<file path="config.mk">
export PLATFORM = sky130hd
export DESIGN_NAME = alu_seq_ctrl
export DESIGN_NICKNAME = d
export VERILOG_FILES = /design/src/rtl/alu_seq_ctrl.sv
export SDC_FILE = /design/constraint.sdc
export NUM_CORES = 1
export LEC_CHECK = 0
export CAP_MARGIN = 15
export CORE_ASPECT_RATIO = 1.4
export CORE_MARGIN = 3
export CORE_UTILIZATION = 55
export CTS_CLUSTER_SIZE = 12
export DETAILED_ROUTE_END_ITERATION = 8
export PLACE_DENSITY = 0.87
export SETUP_SLACK_MARGIN = 0.3
export SLEW_MARGIN = 25
export SYNTH_ARGS = -nofsm -noshare
export SYNTH_HDL_FRONTEND = slang
export SYNTH_SLANG_ARGS = --single-unit
export TNS_END_PERCENT = 30
</file>
<file path="constraint.sdc">
create_clock -name clk -period 3.55 [get_ports clk]
set_input_delay 0.8875 -clock clk [delete_from_list [all_inputs] [get_ports clk]]
set_output_delay 0.8875 -clock clk [all_outputs]
set_load 0.03 [all_outputs]
</file>
<file path="src/rtl/alu_seq_ctrl.sv">
// ALU control decode and execute stage: registered single-cycle ops plus iterative
// unsigned shift-add multiply and restoring divide behind a valid/ready handshake.
module alu_seq_ctrl #(
    parameter int unsigned WIDTH = 32
) (
    input  logic             clk,
    input  logic             rst_n,
    input  logic             in_valid,
    output logic             in_ready,
    input  logic [1:0]       ALUOp,
    input  logic [2:0]       FuncCode,
    input  logic [WIDTH-1:0] src_a,
    input  logic [WIDTH-1:0] src_b,
    output logic             out_valid,
    output logic [WIDTH-1:0] result,
    output logic [WIDTH-1:0] result_hi,
    output logic             zero,
    output logic             div_by_zero,
    output logic             busy
);
    localparam int unsigned CntW = $clog2(WIDTH);

    typedef enum logic [1:0] {StIdle, StMul, StDiv} state_e;
    // Encoding matches the R-type function code so decode is a direct cast.
    typedef enum logic [2:0] {OpAdd, OpMul, OpSub, OpDiv, OpAnd, OpOr, OpSlt, OpNor} op_e;

    state_e             state_q, state_d;
    op_e                op;
    logic               accept, last;
    logic [2*WIDTH-1:0] acc_q, acc_d;
    logic [WIDTH-1:0]   opnd_q, opnd_d;
    logic [CntW-1:0]    cnt_q, cnt_d;
    logic [WIDTH-1:0]   result_q, result_d, hi_q, hi_d, alu_res;
    logic               zero_q, zero_d, dbz_q, dbz_d, valid_q, valid_d;
    logic [WIDTH:0]     mul_sum, div_shift;
    logic [WIDTH-1:0]   div_diff, rem_next;
    logic               qbit;

    always_comb begin
        unique case (ALUOp)
            2'b01:   op = OpSub;
            2'b10:   op = op_e'(FuncCode);
            default: op = OpAdd;
        endcase
    end

    always_comb begin
        case (op)
            OpAdd:   alu_res = src_a + src_b;
            OpSub:   alu_res = src_a - src_b;
            OpAnd:   alu_res = src_a & src_b;
            OpOr:    alu_res = src_a | src_b;
            OpSlt:   alu_res = {{(WIDTH-1){1'b0}}, ($signed(src_a) < $signed(src_b))};
            OpNor:   alu_res = ~(src_a | src_b);
            default: alu_res = {WIDTH{1'b0}};
        endcase
    end

    assign accept = in_valid && in_ready;
    assign last   = (cnt_q == CntW'(WIDTH - 1));

    // State register
    always_ff @(posedge clk or negedge rst_n) begin
        if (!rst_n) state_q <= StIdle;
        else        state_q <= state_d;
    end

    // Next-state logic
    always_comb begin
        state_d = state_q;
        unique case (state_q)
            StIdle: begin
                if (accept && op == OpMul)                           state_d = StMul;
                else if (accept && op == OpDiv && src_b != '0)       state_d = StDiv;
            end
            StMul, StDiv: if (last) state_d = StIdle;
            default: state_d = StIdle;
        endcase
    end

    // FSM outputs
    always_comb begin
        in_ready = (state_q == StIdle);
        busy     = (state_q != StIdle);
    end

    // Multiply: {hi, multiplier} shifts right, multiplicand added into hi.
    // Divide: {remainder, dividend} shifts left, quotient bits enter at the bottom.
    always_comb begin
        mul_sum   = {1'b0, acc_q[2*WIDTH-1:WIDTH]} +
                    {1'b0, (acc_q[0] ? opnd_q : {WIDTH{1'b0}})};
        div_shift = {acc_q[2*WIDTH-1:WIDTH], acc_q[WIDTH-1]};
        qbit      = (div_shift >= {1'b0, opnd_q});
        div_diff  = div_shift[WIDTH-1:0] - opnd_q;
        rem_next  = qbit ? div_diff : div_shift[WIDTH-1:0];
    end

    always_comb begin
        acc_d    = acc_q;
        opnd_d   = opnd_q;
        cnt_d    = cnt_q;
        result_d = result_q;
        hi_d     = hi_q;
        zero_d   = zero_q;
        dbz_d    = dbz_q;
        valid_d  = 1'b0;
        case (state_q)
            StIdle: begin
                if (accept) begin
                    cnt_d = '0;
                    if (op == OpMul) begin
                        acc_d  = {{WIDTH{1'b0}}, src_b};
                        opnd_d = src_a;
                    end else if (op == OpDiv && src_b != '0) begin
                        acc_d  = {{WIDTH{1'b0}}, src_a};
                        opnd_d = src_b;
                    end else if (op == OpDiv) begin
                        result_d = {WIDTH{1'b1}};
                        hi_d     = src_a;
                        zero_d   = 1'b0;
                        dbz_d    = 1'b1;
                        valid_d  = 1'b1;
                    end else begin
                        result_d = alu_res;
                        hi_d     = {WIDTH{1'b0}};
                        zero_d   = (alu_res == '0);
                        dbz_d    = 1'b0;
                        valid_d  = 1'b1;
                    end
                end
            end
            StMul, StDiv: begin
                cnt_d = cnt_q + CntW'(1);
                if (state_q == StMul) acc_d = {mul_sum, acc_q[WIDTH-1:1]};
                else                  acc_d = {rem_next, acc_q[WIDTH-2:0], qbit};
                if (last) begin
                    cnt_d    = '0;
                    result_d = acc_d[WIDTH-1:0];
                    hi_d     = acc_d[2*WIDTH-1:WIDTH];
                    zero_d   = (acc_d[WIDTH-1:0] == '0);
                    dbz_d    = 1'b0;
                    valid_d  = 1'b1;
                end
            end
            default: ;
        endcase
    end

    always_ff @(posedge clk or negedge rst_n) begin
        if (!rst_n) begin
            acc_q    <= '0;
            opnd_q   <= '0;
            cnt_q    <= '0;
            result_q <= '0;
            hi_q     <= '0;
            zero_q   <= 1'b0;
            dbz_q    <= 1'b0;
            valid_q  <= 1'b0;
        end else begin
            acc_q    <= acc_d;
            opnd_q   <= opnd_d;
            cnt_q    <= cnt_d;
            result_q <= result_d;
            hi_q     <= hi_d;
            zero_q   <= zero_d;
            dbz_q    <= dbz_d;
            valid_q  <= valid_d;
        end
    end

    assign out_valid   = valid_q;
    assign result      = result_q;
    assign result_hi   = hi_q;
    assign zero        = zero_q;
    assign div_by_zero = dbz_q;

endmodule

</file>
==> results of run 1 <==
==> per-stage QoR <==
| step | cells | cell area [um2] | TNS, ps |
|---|---|---|---|
| 4_1_cts | 3447 | 26600 | -675 |
| 3_5_place_dp | 3346 | 23500 | -65760 |
| 3_3_place_gp | 3346 | 23500 | -56670 |
| 2_1_floorplan | 2401 | 17900 | -356 |
==> repair_timing <==
item / in CTS
buffers inserted: 68
resized for setup: 573
gates cloned: 2
setup endpoints to repair: 162
pin swaps: 183
==> logic make-up after synthesis <==
family,count (synthesis)
buffers and inverters,287
adder cells (fa/ha/maj),178
AND/OR/NAND/NOR,769
AO/OA/AOI/OAI,877
multiplexers,51
flip-flops,170
XOR/XNOR,69
==> synth_stat cells, types with 16 or more instances <==
master	n
a31oi_1	22
dfrtp_1	170
xnor2_1	45
nor4_1	23
xor2_1	24
ha_1	174
a22oi_1	23
and3_1	16
nand2b_1	18
nand3_1	39
o21a_1	16
nor2b_1	19
nor2_1	223
o21ai_0	243
a21oi_1	283
mux2i_1	46
and2_1	40
inv_1	149
nor3_1	36
o31ai_1	21
a21o_1	55
nand4_1	16
o211ai_1	23
buf_1	16
a211oi_1	34
nand2_1	296
clkbuf_1	119
==> routing by layer <==
| layer | overflow | GRT usage (%) |
|---|---|---|
| met1 | 0 | 76.7 |
| met2 | 2 | 90.0 |
| met3 | 0 | 70.7 |
| met4 | 4 | 73.5 |
| met5 | 0 | 59.2 |
==> metrics.cfg, run 1 <==
[die]
start_util_pct=55.9
ioPinCount=141
die_x_um=157
fp-row-count=77
fp.dieH_um=218

[placement]
gp_congestion=1.08
preCtsSetupSlack_ps=-1340
hpwlAfterDp_mm=62.5
io_buffers=140

[grt]
grt_antenna_before_repair=33
grt.overflow.total=6
grtUsageTotal_pct=78.4
grt_max_degree=64

[clocking]
cts-buffers-inserted=17
htreeDepth=4
root_buffer=clkbuf_16
cts_hold_buf=0
clk_path_buf_depth=2
cts_sinks=170

[yosys]
synth.distinct_cells=89
synth_fa_ha_area_share_pct=12.8
yosysSeqAreaShare_pct=24.1
synth-seq-cells=170
synth_top_family_by_area=compound AO/OA/AOI/OAI gates
synth.mux.area_fraction_pct=2.92
yosys.area_share.simple_pct=19.7
netlist_instances=2401
synth_xor_area_share_pct=3.42
avgSynthCellArea_um2=7.36
synthTopCellsByArea=dfrtp_1, ha_1, a21oi_1, o21ai_0, nand2_1
yosys.area.top_type=dfrtp_1
ys_async_sr_fraction_pct=100
yosys_warnings=0
synth_flop_cell=dfrtp_1
synth_fp_nets=2651
synth_area_mm2=0.0177
synth_top_area_share_pct=24.1
synth_compound_area_share_pct=30.9
synth-edff-count=0

[outcome]
outcome=stopped before the end
firstError=[ERROR GRT-0232] Routing congestion too high. Check the congestion heatmap in the GUI.
lastStage=global routing (5_1_grt)

[sta]
crit_endpoint=zero$_DFFE_PN0P_/D
worstEndpointType=sequential cell input

==> run 2, diff against run 1 <==
--- a/config.mk
+++ b/config.mk
@@ -6,13 +6,10 @@
 export NUM_CORES = 1
 export LEC_CHECK = 0
 export CAP_MARGIN = 15
-export CORE_ASPECT_RATIO = 1.4
 export CORE_MARGIN = 3
-export CORE_UTILIZATION = 55
-export CTS_CLUSTER_SIZE = 12
+export CORE_UTILIZATION = 40
 export DETAILED_ROUTE_END_ITERATION = 8
-export PLACE_DENSITY = 0.87
-export SETUP_SLACK_MARGIN = 0.3
+export PLACE_DENSITY_LB_ADDON = 0.15
 export SLEW_MARGIN = 25
 export SYNTH_ARGS = -nofsm -noshare
 export SYNTH_HDL_FRONTEND = slang
==> constraint.sdc (replaced) <==
create_clock -name clk -period 4.6 [get_ports clk]
set_input_delay 1.15 -clock clk [delete_from_list [all_inputs] [get_ports clk]]
set_output_delay 1.15 -clock clk [all_outputs]
set_load 0.03 [all_outputs]
==> metrics.cfg, run 2 <==
[yosys]
yosys-top-cells-count=nand2_1, a21oi_1, o21ai_0
ys_async_sr_fraction_pct=100
synth_flop_cell=dfrtp_1
synth-seq-cells=170
synth_xor_area_share_pct=3.42
yosysSeqAreaShare_pct=24.1
synth.mux.area_fraction_pct=2.92
synth.distinct_cells=89
yosys.area_share.simple_pct=19.7
synth_fp_nets=2651
synth_fa_ha_area_share_pct=12.8
yosys.area.top_type=dfrtp_1
synthTopCellsByArea=dfrtp_1, ha_1, a21oi_1, o21ai_0, nand2_1
synth_top_area_share_pct=24.1
synth_area_mm2=0.0177
yosys_warnings=0
yosysMostFrequentCell=nand2_1
synth_compound_area_share_pct=30.9
synth-edff-count=0
avgSynthCellArea_um2=7.36
netlist_instances=2401
synth_top_family_by_area=compound AO/OA/AOI/OAI gates

[sta]
post-route-period-util_pct=98.9
max_freq_ghz=0.220
tightest_slew_ps=918
relSlewSlack_pct=38.1
finalWorstSetupSlack_ps=49.4
finalHoldViolCount=0
skew_ps=9.07
period_needed_ps=4550
slew_violations=0
setup_violations=0
rsz0062_at_grt=true

[detailed_routing]
drt_iter0_drc=1802
firstDrtPassIters=5
ant_nets=0
wire_per_inst_um=23.3
vias_per_cell=5.84
routed_wl_mm=80.0
drc=0
num_vias=20085

[grt]
grtUsageMet2_pct=53.2
grtUsageTotal_pct=33.2
grt_antenna_before_repair=1
grt.overflow.total=0
grt_use_met3_pct=4.64
grt_pass1_wl_mm=119
grt.busiest_layer=met2
grt_pass1_vias=19389
grt_max_degree=85
grt_use_met1_pct=47.3

[clocking]
cts-buffers-inserted=17
htreeDepth=4
clkTransAtPathRegs_ps=70
cts_sinks=170
clk_path_buf_depth=2
worstSkewPairLatency_ps=450
root_buffer=clkbuf_16
tritoncts=built

[final_layout]
largest_reg_flops=64
drive_gt1_share_pct=19.5
num-fill-cells=4236
fin_util_pct=54.4
regArea_mm2=0.00425
nNetsFinal=3092
area_delta_synth_final_pct=33.5
insertedDiodeCount=0
regMostFlops=acc_q
design_area_mm2=0.0236
final_common_cell=buf_4
multi_input_area_mm2=0.0128
final_cell_mix=buf_4, nand2_1, a21oi_1, o21ai_0, nor2_1

[die]
start_util_pct=40.7
die_x_um=216
coreArea_mm2=0.0434
ioPinCount=141
fp.dieH_um=216
dieArea_mm2=0.0467
fp-row-count=76

[placement]
preCtsSetupSlack_ps=-985
gp_congestion=0.944
hpwlAfterDp_mm=64.8
placed_cell_area_mm2=0.0226
io_buffers=140

[worst_setup_path]
arrival_ps=4910
cp-end-kind=flip-flop
cp-start-kind=input port
reg2reg_setup_slack_ps=410
criticalPathCategory=input port to flip-flop
crit_path_max_fanout=9
cp.required_ps=4960

[run]
max-cap-violations=0

[power]
power_density_mw_per_mm2=451
p_int_w=0.00540
seqPwrFrac_pct=24.4
p_leak_nw=11.0
finalPower_w=0.0106
p_comb_share_pct=62.1
swShare_pct=49.2
max-vdd-ir-drop_mv=0.315
p_switching_w=0.00523
power_frac_clock_pct=13.5

[outcome]
outcome=complete, no violations

[min_path]
min_path_type=flip-flop to flip-flop

==> run 2: cell counts after synthesis <==
No cell type changed its count.
==> run 2: final cells by class <==
class                   count  share of cell area, %
clock inverters            14                  0.557
multi-input cells        1944                   54.3
well taps                 585                   3.10
repair buffers            560                   19.8
clock buffers              18                   1.86
inverters                 149                   2.37
flip-flops and latches    170                   18.0
==> run 2: routing by layer <==
| metal | share of wire [%] | up-vias | wire, um |
|---|---|---|---|
| li1 | - | 9514 | - |
| met1 | 46 | 9724 | 36500 |
| met5 | 0.014 | - | 11 |
| met4 | 2.1 | 2 | 1710 |
| met3 | 7.1 | 87 | 5710 |
| met2 | 45 | 758 | 36100 |
==> run 2: repair_timing <==
item                                    4_1_cts  5_1_grt
pin swaps                                    12       20
gates resized for setup                      51       52
hold buffers                                  0        0
setup buffers                                 2        2
endpoints found under the setup margin        3        5
==> run 2: through the flow <==
| stage | std cells | hold slack (ps) | setup TNS, ps |
|---|---|---|---|
| floorplan | 2401 | 445 | 0 |
| global placement | 3404 | 459 | -5900 |
| detailed placement | 3404 | 467 | -6800 |
| CTS | 3438 | 484 | 0 |
| global route | 3440 | 513 | -86.6 |
| finish | 3440 | 485 | 0 |
==> run 2: cells by family (layout without fill, tap and decap cells) <==
kind of cell / count (synthesis) / in the layout
AOI/OAI and AO/OA: 877 / 877
xor gates and xnor gates: 69 / 69
adders and majority gates: 178 / 178
buffers and inverters: 287 / 741
DFF: 170 / 170
muxes: 51 / 51
and+or+nand+nor: 769 / 769
==> run 2: worst max-delay path: stages <==
cell             delay (ps)
clkdlybuf4s50_1         490
inv_1                    50
ha_1                    380
o21bai_4                280
and4b_1                 250
o31ai_2                 230
o2111ai_1               210
a211o_1                 320
nor4_2                  260
nand4_1                 240
nor4_2                  300
nand4_1                 100
or4_1                   410
o31ai_1                 240
==> run 2: power groups by stage <==
stage                     sequential, W  combinational (W)  clock [W]
after global routing            0.00265            0.00713    0.00151
after CTS                       0.00258            0.00650    0.00145
after floorplan                 0.00288            0.00340          0
after detailed placement        0.00260            0.00644          0
after global placement          0.00259            0.00638          0
final                           0.00260            0.00660    0.00143
==> run 2: path summary, 6_finish.rpt <==
check	from	to	cells after the start
min reg2reg	cnt_q[4]	cnt_q[4]	2
max reg2reg	acc_q[32]	acc_q[32]	12
min in group asynchronous	rst_n	acc_q[61]	1
max	ALUOp[0]	zero	14
min	cnt_q[4]	cnt_q[4]	2
max in group asynchronous	rst_n	acc_q[40]	2
Power figures use the tool's default switching activity.
